--- config.mk ---
export PLATFORM = sky130hd
export DESIGN_NAME = keypad_scanner
export DESIGN_NICKNAME = d
export VERILOG_FILES = /design/src/rtl/keypad_pkg.sv /design/src/rtl/scan_tick.sv /design/src/rtl/keypad_scanner.sv
export SDC_FILE = /design/constraint.sdc
export NUM_CORES = 1
export LEC_CHECK = 0
export ABC_CLOCK_PERIOD_IN_PS = 4650
export CAP_MARGIN = 5
export CORE_ASPECT_RATIO = 0.7
export CORE_MARGIN = 3
export CORE_UTILIZATION = 35
export DETAILED_ROUTE_END_ITERATION = 8
export PLACE_DENSITY = 0.66
export SLEW_MARGIN = 20
export SYNTH_ARGS = -nofsm -noshare
export SYNTH_HDL_FRONTEND = slang
export SYNTH_SLANG_ARGS = --single-unit
--- constraint.sdc ---
create_clock -name clk -period 4.65 [get_ports clk]
set_input_delay 0.465 -clock clk [delete_from_list [all_inputs] [get_ports clk]]
set_output_delay 0.465 -clock clk [all_outputs]
set_load 0.02 [all_outputs]
--- src/rtl/keypad_pkg.sv ---
// keypad_pkg: shared scanner state encoding, default timing and key encoding helpers
package keypad_pkg;
  localparam int SCAN_DIV_DEF = 5;
  localparam int DEBOUNCE_CNT_DEF = 8;
  typedef enum logic [1:0] {SCAN, DEBOUNCE, HELD, RELEASE} state_t;
  function automatic logic [3:0] key_encode(input logic [3:0] row_n, input logic [1:0] col_idx);
    logic [1:0] r;
    r = !row_n[0] ? 2'd0 : !row_n[1] ? 2'd1 : !row_n[2] ? 2'd2 : 2'd3;
    return {r, col_idx};
  endfunction
  function automatic logic single_low(input logic [3:0] row_n);
    return $countones(~row_n) == 1;
  endfunction
endpackage

--- src/rtl/scan_tick.sv ---
// scan_tick: free-running divider producing a one-cycle tick every DIV clocks
module scan_tick #(
  parameter int DIV = 5
) (
  input  logic clk,
  input  logic rst,
  output logic tick
);
  localparam int W = DIV > 1 ? $clog2(DIV) : 1;
  logic [W-1:0] div;
  assign tick = div == W'(DIV - 1);
  always_ff @(posedge clk or negedge rst)
    if (!rst) div <= '0;
    else div <= tick ? '0 : div + 1'b1;
endmodule

--- src/rtl/keypad_scanner.sv ---
// keypad_scanner: 4x4 matrix scanner with tick-based debounce and a one-deep key mailbox
module keypad_scanner
  import keypad_pkg::*;
#(
  parameter int SCAN_DIV = SCAN_DIV_DEF,
  parameter int DEBOUNCE_CNT = DEBOUNCE_CNT_DEF
) (
  input  logic       clk,
  input  logic       rst,
  input  logic [3:0] row,
  output logic [3:0] col,
  input  logic       key_ack,
  output logic [3:0] key_code,
  output logic       key_valid,
  output logic       key_pressed,
  output logic       overrun
);
  localparam int CW = $clog2(DEBOUNCE_CNT + 1);
  logic [3:0] r1, rs, cap_row, cap_row_n;
  logic [1:0] col_idx, col_idx_n;
  logic [CW-1:0] cnt, cnt_n, cnt_inc;
  logic tick, idle_rows, match, done, emit;
  state_t state, state_n;

  scan_tick #(.DIV(SCAN_DIV)) u_tick (.clk(clk), .rst(rst), .tick(tick));

  always_ff @(posedge clk or negedge rst)
    if (!rst) {r1, rs} <= 8'hFF;
    else {r1, rs} <= {row, r1};

  assign idle_rows = rs == 4'hF;
  assign match = rs == cap_row;
  assign cnt_inc = cnt + 1'b1;
  assign done = int'(cnt_inc) >= DEBOUNCE_CNT - 1;
  assign col = ~(4'b0001 << col_idx);
  assign key_pressed = state == HELD || state == RELEASE;

  always_ff @(posedge clk or negedge rst)
    if (!rst) begin
      state <= SCAN;
      col_idx <= '0;
      cap_row <= 4'hF;
      cnt <= '0;
    end else begin
      state <= state_n;
      col_idx <= col_idx_n;
      cap_row <= cap_row_n;
      cnt <= cnt_n;
    end

  // the column stays put outside SCAN, so col_idx is the captured column
  always_comb begin
    state_n = state;
    col_idx_n = col_idx;
    cap_row_n = cap_row;
    cnt_n = cnt;
    emit = 1'b0;
    if (tick)
      case (state)
        SCAN:
          if (!idle_rows) begin
            state_n = DEBOUNCE;
            cap_row_n = rs;
            cnt_n = '0;
          end else col_idx_n = col_idx + 1'b1;
        DEBOUNCE:
          if (!match) begin
            state_n = SCAN;
            col_idx_n = col_idx + 1'b1;
          end else if (done) begin
            state_n = HELD;
            emit = single_low(cap_row);
          end else cnt_n = cnt_inc;
        HELD:
          if (idle_rows) begin
            state_n = RELEASE;
            cnt_n = '0;
          end
        RELEASE:
          if (!idle_rows) state_n = HELD;
          else if (done) begin
            state_n = SCAN;
            col_idx_n = col_idx + 1'b1;
          end else cnt_n = cnt_inc;
        default: state_n = SCAN;
      endcase
  end

  // an emit racing an ack replaces the pending code without flagging a loss
  always_ff @(posedge clk or negedge rst)
    if (!rst) begin
      key_code <= '0;
      key_valid <= 1'b0;
      overrun <= 1'b0;
    end else begin
      if (emit && (!key_valid || key_ack)) key_code <= key_encode(cap_row, col_idx);
      key_valid <= emit || (key_valid && !key_ack);
      overrun <= (emit && key_valid && !key_ack) ? 1'b1 : key_ack ? 1'b0 : overrun;
    end
endmodule

==> Word level (Yosys, flattened, before mapping) <==
Index checks and enable logic that the tools add are counted.
W data, S select, Z words.
{ "totals": {"ff_bits": 29, "in_bits": 7, "output_inout_bits": 11, "elab_cells": 81} }
{ "classes": {"addsub": 6, "n_lt_le_gt_ge": 1, "n_eq_ne": 16, "shifts": 1, "n_mux": 28, "n_bitwise": 3, "n_reduce_logical": 16} }
{ "op_table": {"columns": ["operator", "count"], "rows": [
  ["$mux W2", 12],
  ["$mux W4", 5],
  ["$pmux W4 S4", 1],
  ["$ne A2 B2 Y1 const B", 7],
  ["$reduce_and A5 Y1", 2],
  ["$not A4 Y4", 2],
  ["$pmux W2 S4", 1],
  ["$mux W1", 7],
  ["$ne A3 B3 Y1 const B", 2],
  ["$pmux W2 S3", 1],
  ["$reduce_and A6 Y1", 1],
  ["$add A1 B1 Y2", 2],
  ["$add A4 B1 Y4 const B", 1],
  ["$eq A2 B2 Y1 const B", 2],
  ["$eq A4 B4 Y1", 1],
  ["$eq A4 B4 Y1 const B", 1],
  ["$ge A4 B3 Y1 const B", 1],
  ["$logic_and A1 B1 Y1", 4],
  ["$shl A1 B2 Y4 const A", 1],
  ["$add A2 B2 Y3", 1],
  ["$add A3 B1 Y3 const B", 1],
  ["$eq A3 B1 Y1 const B", 1],
  ["$eq A3 B3 Y1 const B", 1],
  ["$logic_or A1 B1 Y1", 3],
  ["9 further kinds", 10]
]} }

==> Logic depth before layout (Yosys ltp) <==
{ "depth": {"depth_word": 11, "mapped_depth": 8, "mapped_depth_nobuf": 8} }

==> Hierarchy <==
From an unflattened synthesis, not the netlist that was laid out.
{ "unflattened": {"hier_cells": 130, "hier_area_um2": 1512.7} }
{ "modules_own_cells": {"columns": ["module", "instances", "cells_each", "area_per_inst_um2", "seq_area_each_um2"], "rows": [
  ["keypad_scanner", 1, 118, 1367.6, 665.6],
  ["scan_tick", 1, 12, 145.1, 75.1]
]} }

==> Worst setup path after synthesis <==
Ideal clock, no wire load.
{ "synth_timing": {"path_kind": "reg2reg", "startpoint": "reg cap_row[1]", "endpoint": "reg key_code[0]", "setup_time_ns": 0.125, "arrival_ns": 2.138, "required_ns": 4.525, "setup_slack_ns": 2.387, "path_stages_with_launch": 9, "n_path_buf": 0, "synth_period_minus_slack_ns": 2.263, "path_cell_list": "dfstp_2 > fa_1 > inv_1 > ha_1 > ha_1 > nor2_1 > nand3_1 > nor3_4 > mux2_2"} }
{ "synth_via": {"elab_chain_cells": 9, "elab_cells_between_ends": 10, "classes_between": "2 x add/sub; 2 x eq/ne; 4 x mux; 1 x bitwise; 1 x reduce/logical"} }
{ "synth_rtl": {"columns": ["element", "line", "rtl"], "rows": [
  ["from (decl)", "keypad_scanner.sv:19", "logic [3:0] r1, rs, cap_row, cap_row_n;"],
  ["from (signal assigned)", "keypad_scanner.sv:47", "cap_row <= cap_row_n;"],
  ["$not A4 Y4", "keypad_pkg.sv:12", "return $countones(~row_n) == 1;"],
  ["$add A1 B1 Y2 (not written as such)", "keypad_pkg.sv:12", null],
  ["$add A2 B2 Y3 (not written as such)", "keypad_pkg.sv:12", null],
  ["$eq A3 B1 Y1", "keypad_pkg.sv:12", null],
  ["$mux W1", "keypad_scanner.sv:70", "end else if (done) begin"],
  ["$mux W1 (*)", "keypad_scanner.sv:67", "if (!match) begin"],
  ["$mux W1 (*)", "keypad_scanner.sv:59", "case (state)"],
  ["$mux W1 (*)", "keypad_scanner.sv:58", "if (tick)"],
  ["$logic_and A1 B1 Y1 (*)", "keypad_scanner.sv:96", "if (emit && (!key_valid || key_ack)) key_code <= key_encode(cap_row, col_idx);"],
  ["to (signal assigned)", "keypad_scanner.sv:96", null],
  ["to (decl)", "keypad_scanner.sv:13", "output logic [3:0] key_code,"]
]} }
Mark *: on every way between the ends. The rest lies on a longest branch, timed or not.
A chain may end at the register's enable or synchronous reset.

==> Worst setup path after layout <==
{ "layout_timing": {"startpoint": "reg cap_row[1]", "endpoint": "reg key_code[2]"} }
{ "layout_via": {"elab_chain_cells": 9, "elab_cells_between_ends": 12, "classes_between": "2 x add/sub; 2 x eq/ne; 6 x mux; 1 x bitwise; 1 x reduce/logical"} }
{ "layout_rtl": {"columns": ["element", "line"], "rows": [
  ["$not A4 Y4", "keypad_pkg.sv:12"],
  ["$add A1 B1 Y2 (not written as such)", "keypad_pkg.sv:12"],
  ["$add A2 B2 Y3 (not written as such)", "keypad_pkg.sv:12"],
  ["$eq A3 B1 Y1", "keypad_pkg.sv:12"],
  ["$mux W1", "keypad_scanner.sv:70"],
  ["$mux W1", "keypad_scanner.sv:67"],
  ["$mux W1", "keypad_scanner.sv:59"],
  ["$mux W1", "keypad_scanner.sv:58"],
  ["$logic_and A1 B1 Y1", "keypad_scanner.sv:96"]
]} }
Parallel ways exist; a longest one is shown, timed or not.

==> flow_summary.json <==
{
  "async_reset_ff_frac": 1.00,
  "p_per_area_nw_per_um2": 510,
  "maxSlewViolCount": 0,
  "detail-route-antenna-nets": 0,
  "synth_ff_type": "dfrtp_1",
  "drcViolationCount": 0,
  "required_ns": 4.81,
  "synth_edf_count": 0,
  "clk_pin_slew_ns": 0.06,
  "synth_xor_area_frac": 0.0302,
  "hold_path_depth": 0,
  "io_pins": 18,
  "synthMuxAreaShare": 0.0777,
  "clock_latency_ns": 0.28,
  "grt-ovfl-total": 0,
  "core-area_um2": 3740,
  "avgViaCountPerCell": 4.79,
  "cp_common_cell": "ha_1",
  "n_antenna_cell": 0,
  "power_leakage_uw": 0.000791,
  "pre_cts_ws_ns": 2.26,
  "syn-cell-area_um2": 1450,
  "synth_area_per_cell_um2": 11.5,
  "clock_sinks": 29,
  "grt_pass1_wl_um": 4150,
  "grt_max_degree": 30,
  "htreeDepth": 2,
  "outcome": "finished clean",
  "dr_total_vias": 958,
  "cp-startpoint": "cap_row[1]",
  "hold_buffers": 0,
  "synth_top_area_cell": "dfrtp_1",
  "synth_fa_ha_area_frac": 0.109,
  "synth_compound_area_frac": 0.111,
  "clock.fmax_ghz": 0.419,
  "cts_tree": "yes",
  "ys_warn_count": 0,
  "drt_iter0_markers": 28,
  "timing.rr.start": "cap_row[1]",
  "crit_path_end": "key_code[2]",
  "worst_pin_slew_ns": 0.570,
  "r2r_slack_ns": 2.27,
  "layout.cells.most_common_list": "inv_1, dfrtp_1, clkdlybuf4s50_1",
  "synth_seq_area_share": 0.511,
  "syn-num-nets": 145,
  "io_buffers": 17,
  "hpwl_um": 1790,
  "cts_resized": 0,
  "synthCells": 126,
  "critPathSlowestCell": "dfstp_2",
  "antenna_found_initial": 0,
  "finalWorstSetupSlack_ns": 2.27,
  "crit_fanout": 5,
  "ys_seq_elements": 29,
  "avgRoutedWirePerCell_um": 11.9,
  "hp-class": "reg -> reg",
  "synth_cell_types": 35,
  "start_kind": "flop",
  "root_buffer": "clkbuf_8",
  "wirelength_um": 2380,
  "fillers": 361,
  "cp-end-kind": "flop",
  "maxCapViolations": 0,
  "arrival_ns": 2.55,
  "yosys-top-cells-area": "dfrtp_1, dfstp_2, ha_1",
  "dieArea_um2": 4960,
  "final_common_cell": "inv_1",
  "fp-row-count": 18,
  "drive_gt1_frac": 0.227,
  "drt_pass1_iterations": 4,
  "min_period_over_period": 0.513,
  "rsz0062_at_grt": "false",
  "ir_drop_uv": 213,
  "skew_ns": 0.00371,
  "r2r_end": "key_code[2]",
  "slowest_delay_ns": 0.58,
  "area_growth_pct": 23.9,
  "grt_pass1_vias": 949,
  "critPathKind": "reg -> reg",
  "fp.dieW_um": 82.9,
  "synth_top_area_frac": 0.294,
  "synth_top_family_by_area": "compound AO/OA/AOI/OAI gates",
  "hold_viol": 0,
  "post-cts-setup-buffers": 0,
  "numCtsBuffers": 5,
  "fin_tns_setup_ns": 0,
  "die_h_um": 59.8,
  "clockBufferDepth": 2,
  "reg2reg_depth": 8,
  "min_period_ns": 2.38,
  "finalNetCount": 168,
  "timing.slew.headroom": 0.617,
  "place.gp.congestion": 0.814,
  "grt_usage": 0.111,
  "crit_chain": "fa_1 -> inv_1 -> ha_1 -> ha_1 -> nor2_1 -> nand3_1 -> nor3_4 -> mux2_2",
  "start_util": 0.388,
  "setup_viol": 0,
  "yosys.area_share.simple": 0.110
}
==> critical path, delay by kind of cell, from the launching register on <==
kind / cells / cell delay, ns
adder cells (fa/ha/maj): 3 / 0.78
flip-flops: 1 / 0.58
AND/OR/NAND/NOR: 3 / 0.48
multiplexers: 1 / 0.36
buffers and inverters: 1 / 0.06
==> how the worst min path moves through the flow <==
stage	slack (ns)	startpoint	end
global route	0.36	r1[1]	rs[1]
CTS	0.36	r1[1]	rs[1]
finish	0.36	r1[1]	rs[1]
floorplan	0.17	rst	cnt[0]
global placement	0.35	r1[1]	rs[1]
detailed placement	0.35	r1[2]	rs[2]
==> kinds of logic after synthesis <==
kind of cell | Yosys count
flops | 29
simple gates | 27
compound gates | 23
buf+inv | 20
fa+ha+maj | 12
xor+xnor | 5
mux | 10
==> sequential cells by signal (all words and copies together), names as in the netlist <==
register and flops:
cap_row 4, cnt 4, col_idx 2, key_code 4
key_valid 1, overrun 1, r1 4, rs 4
state 2, u_tick.div 3
==> power by group <==
part	total, µW	internal (µW)	switching (µW)
clock	248	153	95.4
sequential	362	307	55.5
combinational	305	154	151
==> layout make-up <==
class / instances / area, µm² / area share
Clock buffer: 7 / 108 / 0.0599
Clock inverter: 1 / 6.26 / 0.00348
Inverter: 18 / 67.6 / 0.0376
Multi-Input combinational cell: 77 / 633 / 0.353
Sequential cell: 29 / 741 / 0.413
Tap cell: 50 / 62.6 / 0.0348
Timing Repair Buffer: 18 / 178 / 0.0990
==> through the flow <==
step           area (µm²)  cells  utilization  hold slack, ns  total power, µW
4_1_cts              1800    200        0.480           0.357              932
6_report             1800    200        0.480           0.356              915
2_1_floorplan        1450    126            -           0.169              582
3_3_place_gp         1680    192        0.450           0.345              662
5_1_grt              1800    200        0.480           0.360              985
3_5_place_dp         1680    192        0.450           0.347              677
==> per-layer routing <==
layer | global-route usage | up-vias | share of wire
met5 | 0 | - | 0
met4 | 0.0699 | 0 | 0.025
met3 | 0.0482 | 7 | 0.061
met2 | 0.174 | 22 | 0.43
met1 | 0.126 | 452 | 0.48
li1 | - | 477 | -
==> cell usage after synthesis (2+ instances only) <==
library cell	number
inv_1	18
dfrtp_1	17
dfstp_2	12
ha_1	11
mux2_2	10
a21oi_1	7
nor2_1	6
xnor2_1	5
nand2_1	4
and2_1	3
nand3_1	3
a21boi_0	2
clkbuf_1	2
nand3b_1	2
nand4_1	2
o21ai_0	2
o31ai_1	2
Note: power is estimated with default switching activity, not from simulation.
